### config.mk
export PLATFORM = sky130hd
export DESIGN_NAME = cell_test_seq
export DESIGN_NICKNAME = d
export VERILOG_FILES = /design/src/rtl/cell_test_pkg.sv /design/src/rtl/cell_test_settle_cnt.sv /design/src/rtl/cell_test_seq.sv
export SDC_FILE = /design/constraint.sdc
export NUM_CORES = 1
export LEC_CHECK = 0
export ABC_AREA = 1
export CAP_MARGIN = 5
export CORE_ASPECT_RATIO = 0.9
export CORE_MARGIN = 2
export CORE_UTILIZATION = 55
export DETAILED_ROUTE_END_ITERATION = 6
export PLACE_DENSITY = 0.82
export SETUP_SLACK_MARGIN = 0.5
export SYNTH_ARGS = -nofsm -noshare
export SYNTH_HDL_FRONTEND = slang
export SYNTH_SLANG_ARGS = --single-unit
### constraint.sdc
create_clock -name CLK -period 4.1 [get_ports CLK]
set_clock_uncertainty 0.1 [all_clocks]
set_input_delay 0.82 -clock CLK [delete_from_list [all_inputs] [get_ports CLK]]
set_output_delay 0.82 -clock CLK [all_outputs]
set_load 0.005 [all_outputs]
### src/rtl/cell_test_pkg.sv
// Shared types and constants for the standard-cell functional test sequencer.
package cell_test_pkg;

  localparam int VEC_W = 2;

  localparam logic [3:0] TT_NOR2   = 4'b0001;
  localparam logic [3:0] TT_NAND2  = 4'b0111;
  localparam logic [3:0] TT_INV_A1 = 4'b0101;

  typedef enum logic [2:0] {
    ST_IDLE,
    ST_APPLY,
    ST_SETTLE,
    ST_CHECK,
    ST_DONE
  } state_t;

endpackage

### src/rtl/cell_test_settle_cnt.sv
// Settle timer: loads CYCLES-1 and counts down; done is the terminal-count compare.
module cell_test_settle_cnt #(
  parameter int CYCLES = 4
) (
  input  logic clk,
  input  logic rst_n,
  input  logic load,
  input  logic en,
  output logic done
);

  localparam int CW = (CYCLES > 1) ? $clog2(CYCLES) : 1;

  logic [CW-1:0] cnt;

  always_ff @(posedge clk) begin
    if (!rst_n) begin
      cnt <= '0;
    end else if (load) begin
      cnt <= CW'(CYCLES - 1);
    end else if (en && cnt != '0) begin
      cnt <= cnt - CW'(1);
    end
  end

  assign done = (cnt == '0);

endmodule

### src/rtl/cell_test_seq.sv
// Sweeps all four {A2,A1} vectors through a 2-input cell and compares Y against
// a truth table latched at START, accumulating per-vector and total mismatches.
//
// state     | meaning
// ----------+-----------------------------------------------------------
// ST_IDLE   | waiting for START; results of the last run are held
// ST_APPLY  | new vector presented on A1/A2, settle timer loaded
// ST_SETTLE | vector held while the cell output settles
// ST_CHECK  | Y compared against latched TT; advance vector / pass count
// ST_DONE   | one-cycle DONE pulse, PASS valid
module cell_test_seq
  import cell_test_pkg::*;
#(
  parameter int SETTLE_CYCLES = 4,
  parameter int PASSES        = 1,
  parameter int ERR_W         = 8
) (
  input  logic             CLK,
  input  logic             RST_N,
  input  logic             START,
  input  logic [3:0]       TT,
  input  logic             Y,
  output logic             A1,
  output logic             A2,
  output logic             BUSY,
  output logic             DONE,
  output logic             PASS,
  output logic [ERR_W-1:0] ERR_CNT,
  output logic [3:0]       FAIL_VEC
);

  localparam int PW = (PASSES > 0) ? $clog2(PASSES + 1) : 1;

  if (SETTLE_CYCLES < 1) begin : g_bad_settle
    $error("cell_test_seq: SETTLE_CYCLES must be at least 1");
  end
  if (PASSES < 1) begin : g_bad_passes
    $error("cell_test_seq: PASSES must be at least 1");
  end

  state_t           state;
  logic [VEC_W-1:0] idx;
  logic [PW-1:0]    pass_cnt;
  logic [3:0]       tt_q;
  logic             settle_done;
  logic             mismatch;
  logic             last_vec;
  logic             last_pass;
  logic [ERR_W-1:0] err_nxt;

  cell_test_settle_cnt #(
    .CYCLES(SETTLE_CYCLES)
  ) u_settle (
    .clk  (CLK),
    .rst_n(RST_N),
    .load (state == ST_APPLY),
    .en   (state == ST_SETTLE),
    .done (settle_done)
  );

  assign mismatch  = (Y != tt_q[idx]);
  assign last_vec  = (idx == VEC_W'(3));
  assign last_pass = (pass_cnt == PW'(PASSES - 1));
  // Saturating increment; PASS is derived from this so the final check counts.
  assign err_nxt   = (mismatch && ERR_CNT != '1) ? ERR_CNT + ERR_W'(1) : ERR_CNT;

  always_ff @(posedge CLK) begin
    if (!RST_N) begin
      state    <= ST_IDLE;
      idx      <= '0;
      pass_cnt <= '0;
      tt_q     <= '0;
      A1       <= 1'b0;
      A2       <= 1'b0;
      BUSY     <= 1'b0;
      DONE     <= 1'b0;
      PASS     <= 1'b0;
      ERR_CNT  <= '0;
      FAIL_VEC <= '0;
    end else begin
      DONE <= 1'b0;
      case (state)
        ST_IDLE: begin
          if (START) begin
            tt_q     <= TT;
            ERR_CNT  <= '0;
            FAIL_VEC <= '0;
            PASS     <= 1'b0;
            idx      <= '0;
            pass_cnt <= '0;
            {A2, A1} <= '0;
            BUSY     <= 1'b1;
            state    <= ST_APPLY;
          end
        end
        ST_APPLY: state <= ST_SETTLE;
        ST_SETTLE: begin
          if (settle_done) state <= ST_CHECK;
        end
        ST_CHECK: begin
          if (mismatch) FAIL_VEC[idx] <= 1'b1;
          ERR_CNT <= err_nxt;
          idx     <= idx + VEC_W'(1);
          if (last_vec) pass_cnt <= pass_cnt + PW'(1);
          if (last_vec && last_pass) begin
            state    <= ST_DONE;
            DONE     <= 1'b1;
            PASS     <= (err_nxt == '0);
            {A2, A1} <= '0;
          end else begin
            state    <= ST_APPLY;
            {A2, A1} <= idx + VEC_W'(1);
          end
        end
        ST_DONE: begin
          BUSY  <= 1'b0;
          state <= ST_IDLE;
        end
        default: state <= ST_IDLE;
      endcase
    end
  end

endmodule

Word-level counts from Yosys, hierarchy flattened
Cells that the tools add are included.
{"block": "totals", "ff_bits": 29, "latch_bits": 0, "mem_bits_rw": 0, "romBits": 0, "out_inout_bits": 17, "wordCells": 81, "memories": 0}
{"block": "op_classes", "add_sub_neg": 4, "n_mul": 0, "div_mod_pow": 0, "n_lt_le_gt_ge": 2, "n_eq_ne": 12, "n_shift": 0, "muxes": 30, "bitwise_logic": 2, "reduce_logical": 19}
{"operator": "8-bit 2-to-1 mux", "count": 2}
{"operator": "8-bit case mux with 2 select lines", "count": 1}
{"operator": "3-bit case mux with 4 select lines", "count": 1}
{"operator": "2-bit inequality test (second input constant)", "count": 5}
{"operator": "1-bit case mux with 2 select lines", "count": 5}
{"operator": "2-bit AND reduction", "count": 5}
{"operator": "1-bit 2-to-1 mux", "count": 9}
{"operator": "3-bit 2-to-1 mux", "count": 3}
{"operator": "3-bit AND reduction", "count": 3}
{"operator": "8-bit by 1-bit adder with 8-bit output (second input constant)", "count": 1}
{"operator": "8-bit zero test", "count": 1}
{"operator": "4-bit 2-to-1 mux", "count": 2}
{"operator": "8-bit inequality test (second input constant)", "count": 1}
{"operator": "4-bit case mux with 2 select lines", "count": 1}
{"operator": "2-bit nonzero test", "count": 4}
{"operator": "3-bit by 2-bit equality test with 1-bit output (second input constant)", "count": 2}
{"operator": "2-bit 2-to-1 mux", "count": 3}
{"operator": "1-bit logical AND", "count": 4}
{"operator": "4-bit OR", "count": 1}
{"operator": "2-bit case mux with 2 select lines", "count": 1}
{"operator": "3-bit by 1-bit equality test with 1-bit output (second input constant)", "count": 1}
{"operator": "3-bit equality test (second input constant)", "count": 1}
{"operator": "3-bit zero test", "count": 1}
{"operator": "2-bit by 3-bit less-than comparator with 1-bit output (second input constant)", "count": 1}
{"operator": "10 further kinds", "count": 10}

Depth between registers and ports, before layout
{"block": "depth", "depth_word": 8, "mapped_depth": 13, "mapped_depth_nobuf": 13}

Hierarchy
From an unflattened synthesis, not the netlist that was laid out.
{"block": "hier_totals", "hier_cells": 220, "area_unflattened_um2": 1546.5}
{"mod": "cell_test_seq", "instances": 1, "cells_per_inst": 202, "area_per_inst_um2": 1422.6}
{"mod": "cell_test_settle_cnt", "instances": 1, "cells_per_inst": 18, "area_per_inst_um2": 123.9}

Worst setup path after synthesis
OpenSTA, ideal clock, no wires.
{"block": "synth_timing", "kind": "register to register", "from": "register ERR_CNT[0]", "to": "register PASS", "setup_time_ns": 0.128, "arrival_ns": 1.499, "required_time_ns": 3.872, "setup_slack_ns": 2.373, "stages_incl_launch_ff": 13, "period_less_slack_ns": 1.727, "path_cell_list": "dfxtp_1 -> ha_1 -> nand3_2 -> nor2_4 -> nand3_4 -> nand3_4 -> nand2_1 -> o21ai_2 -> inv_2 -> nand3_1 -> nor2_1 -> nor2_1 -> nor2_1"}
{"block": "synth_between", "elab_chain_cells": 6, "elab_cells_between_ends": 7}
{"element": "start: declaration", "line_no": "cell_test_seq.sv:28", "rtl": "output logic [ERR_W-1:0] ERR_CNT,"}
{"element": "start signal: assignment", "line_no": "cell_test_seq.sv:102", "rtl": "ERR_CNT <= err_nxt;"}
{"element": "parallel branches: the longest is 2 deep, another holds 8-bit by 1-bit adder with 8-bit output"}
{"element": "8-bit 2-to-1 mux (*)", "line_no": "cell_test_seq.sv:65", "rtl": "assign err_nxt = (mismatch && ERR_CNT != '1) ? ERR_CNT + ERR_W'(1) : ERR_CNT;"}
{"element": "8-bit zero test (*)", "line_no": "cell_test_seq.sv:108", "rtl": "PASS <= (err_nxt == '0);"}
{"element": "1-bit 2-to-1 mux (*)", "line_no": "cell_test_seq.sv:105", "rtl": "if (last_vec && last_pass) begin"}
{"element": "1-bit case mux with 2 select lines (*)", "line_no": "cell_test_seq.sv:82", "rtl": "case (state)"}
{"element": "end signal: assignment", "line_no": "cell_test_seq.sv:108"}
{"element": "end: declaration", "line_no": "cell_test_seq.sv:27", "rtl": "output logic PASS,"}
Every way passes the cells marked *. The select of a mux whose other input is x is not followed.
A chain may end at the register's enable or synchronous reset.

Worst setup path after layout
{"block": "layout_timing", "from": "register ERR_CNT[6]", "to": "output ERR_CNT[6]"}
No word-level cell between the ends.

==> flow_metrics.tcl <==
set metrics [dict create \
    synthMuxAreaShare_pct 0 \
    powerDensity_nw_per_um2 307 \
    finalNetCount 257 \
    post-route-period-util_pct 56.1 \
    total_power_mw 0.575 \
    layoutNonFillerInstCount 283 \
    ys_types 29 \
    drtIter0Drc 53 \
    grt_util_met1_pct 30.4 \
    synthCells 217 \
    fmax_mhz 435 \
    synth_flop_cell "dfxtp_1" \
    num_antenna_cells 0 \
    max-vdd-ir-drop_uv 220 \
    seq_area_frac_synth_pct 37.4 \
    crit_required_ns 3.18 \
    dieArea_um2 3260 \
    path_depth 1 \
    syn-num-nets 231 \
    rsz0062_at_grt "no" \
    std_cell_rows 18 \
    maxCapViolCount 0 \
    clock_path_buffers 2 \
    synthXorXnorAreaFrac_pct 2.82 \
    synthTopCellsByCount "64 x nand2_1, 29 x dfxtp_1, 24 x a21oi_1, 24 x inv_1, 15 x nand3_1" \
    ant_nets 0 \
    synth_area_um2 1550 \
    die_h_um 54.4 \
    wl_per_cell_um 11.0 \
    cts-root-buf "clkbuf_4" \
    async_flop_share_pct 0 \
    clkTransAtPathRegs_ns 0.09 \
    synth.most_common_cell "nand2_1" \
    cts_tree "built" \
    num_vias 1386 \
    synth_area_leaders "dfxtp_1 37%, nand2_1 15%, a21oi_1 7.7%" \
    syn_to_final_growth_pct 20.7 \
    cts_resized 0 \
    power_leakage_nw 0.727 \
    setup_viol 0 \
    path_cells "clkdlybuf4s50_1" \
    drc 0 \
    via_per_inst 4.90 \
    grt_busiest_layer "met1" \
    holdPathStages 2 \
    gp_congestion 0.854 \
    critPathMaxStageDelay_ns 0.56 \
    cp_slowest_cell "clkdlybuf4s50_1" \
    place_inst 276 \
    hold_viol 0 \
    dr.pass1.iters 5 \
    post_cts_buffers 0 \
    die_w_um 60.0 \
    max_slew_margin_pct 54.3 \
    clk_latency_ns 0.32 \
    io_buffers 24 \
    synth-compound-area-share_pct 12.4 \
    r2r_cells 12 \
    tns_ns 0 \
    cp-start-kind "flop" \
    antenna_found_initial 0 \
    dp_hpwl_um 2190 \
    crit_fanout 6 \
    hold_buffers 0 \
    min_path_type "flop to flop" \
    io_pins 25 \
    drv_slew 0 \
    n_fill_cell 232 \
    worstMarginPinSlew_ns 0.685 \
    synth-adder-area-share_pct 4.84 \
    met3_usage_pct 5.91 \
    synth_top_area_cell "dfxtp_1" \
    avgSynthCellArea_um2 7.14 \
    synth.yosys.warnings 0 \
    synth-edff-count 0 \
    grt_pass1_wl_um 5100 \
    grt_use_total_pct 21.2 \
    path_buf_inv 1 \
    final.min_clock_period_ns 2.30 \
    synthSimpleGateAreaFrac_pct 33.9 \
    core_um2 2730 \
    cts_sinks 29 \
    drive_gt1_share_pct 11.1 \
    crit_arrival_ns 1.38 \
    ys_ff_latch 29 \
    grt_max_degree 24 \
    path_delay_family "buffers and inverters" \
    endpoint_kind "output pin" \
    wl_um 3110 \
    synth_top_area_share_pct 37.4 \
    htreeDepth 2 \
    grt_pass1_vias 1118 \
    crit_type "flop to output pin" \
    grt_overflow 0 \
    synth_top_family_by_area "simple AND/OR/NAND/NOR gates" \
    grt_util_met2_pct 29.5 \
    status "complete, no violations" \
    numCtsBuffers 5 \
    start_util_pct 56.9 \
]
==> flip-flops by register name, indices dropped and copies added (netlist names) <==
name,flops
ERR_CNT,8
FAIL_VEC,4
tt_q,4
state,3
idx,2
u_settle.cnt,2
A1,1
A2,1
BUSY,1
DONE,1
PASS,1
pass_cnt,1
==> report_power, final <==
part	internal, mW	switching (mW)	leakage (nW)
logic	0.0360	0.0591	0.461
clock network	0.0808	0.0942	0.0314
registers	0.295	0.00928	0.236
==> path summary, 6_finish.rpt <==
kind / startpoint / end / slack, ns
min: FAIL_VEC[3]$_SDFFE_PN0P_ / FAIL_VEC[3]$_SDFFE_PN0P_ / 0.35
max: ERR_CNT[6]$_SDFFE_PN0P_ / ERR_CNT[6] / 1.80
max reg2reg: ERR_CNT[0]$_SDFFE_PN0P_ / PASS$_SDFFE_PN0P_ / 2.13
min reg2reg: FAIL_VEC[3]$_SDFFE_PN0P_ / FAIL_VEC[3]$_SDFFE_PN0P_ / 0.35
==> cell type report <==
class / count / area, um2 / share of cell area [%]
timing repair buffer: 24 / 240 / 12.8
clock buffer: 7 / 55.1 / 2.94
sequential: 29 / 581 / 31.0
inverter: 29 / 109 / 5.82
multi-input combinational: 154 / 837 / 44.7
tap: 40 / 50.0 / 2.67
==> per-stage QoR <==
step	worst slack, ns	hold WS, ns	util (%)	cell area, um2
2_1_floorplan	2.37	0.340	-	1550
3_3_place_gp	1.73	0.336	66.7	1820
3_5_place_dp	1.68	0.339	66.7	1820
4_1_cts	1.79	0.352	68.7	1870
5_1_grt	1.73	0.362	68.7	1870
6_report	1.80	0.350	68.7	1870
==> logic make-up (layout without fill, tap and decap cells) <==
| family | after synthesis | after routing |
|---|---|---|
| compound gates | 35 | 35 |
| fa+ha+maj | 6 | 6 |
| xor+xnor | 5 | 5 |
| buf+inv | 34 | 60 |
| simple gates | 108 | 108 |
| flops | 29 | 29 |
==> cell usage in the layout (no fill, tap or decap), types with 3 or more instances in the layout <==
master	count
nand3_2	4
nand3_1	15
nand2_2	3
inv_1	24
a21oi_1	24
clkdlybuf4s50_1	24
dfxtp_1	29
o21ai_0	5
xor2_1	3
nor2_1	10
clkbuf_4	5
inv_2	5
nor3_1	3
nand2_1	64
ha_1	6
==> layer usage <==
| metal | up-vias | routed length [um] |
|---|---|---|
| met5 | - | 0 |
| li1 | 749 | - |
| met3 | 6 | 132 |
| met2 | 23 | 1230 |
| met4 | 0 | 46 |
| met1 | 608 | 1700 |
Power figures use the tool's default switching activity.
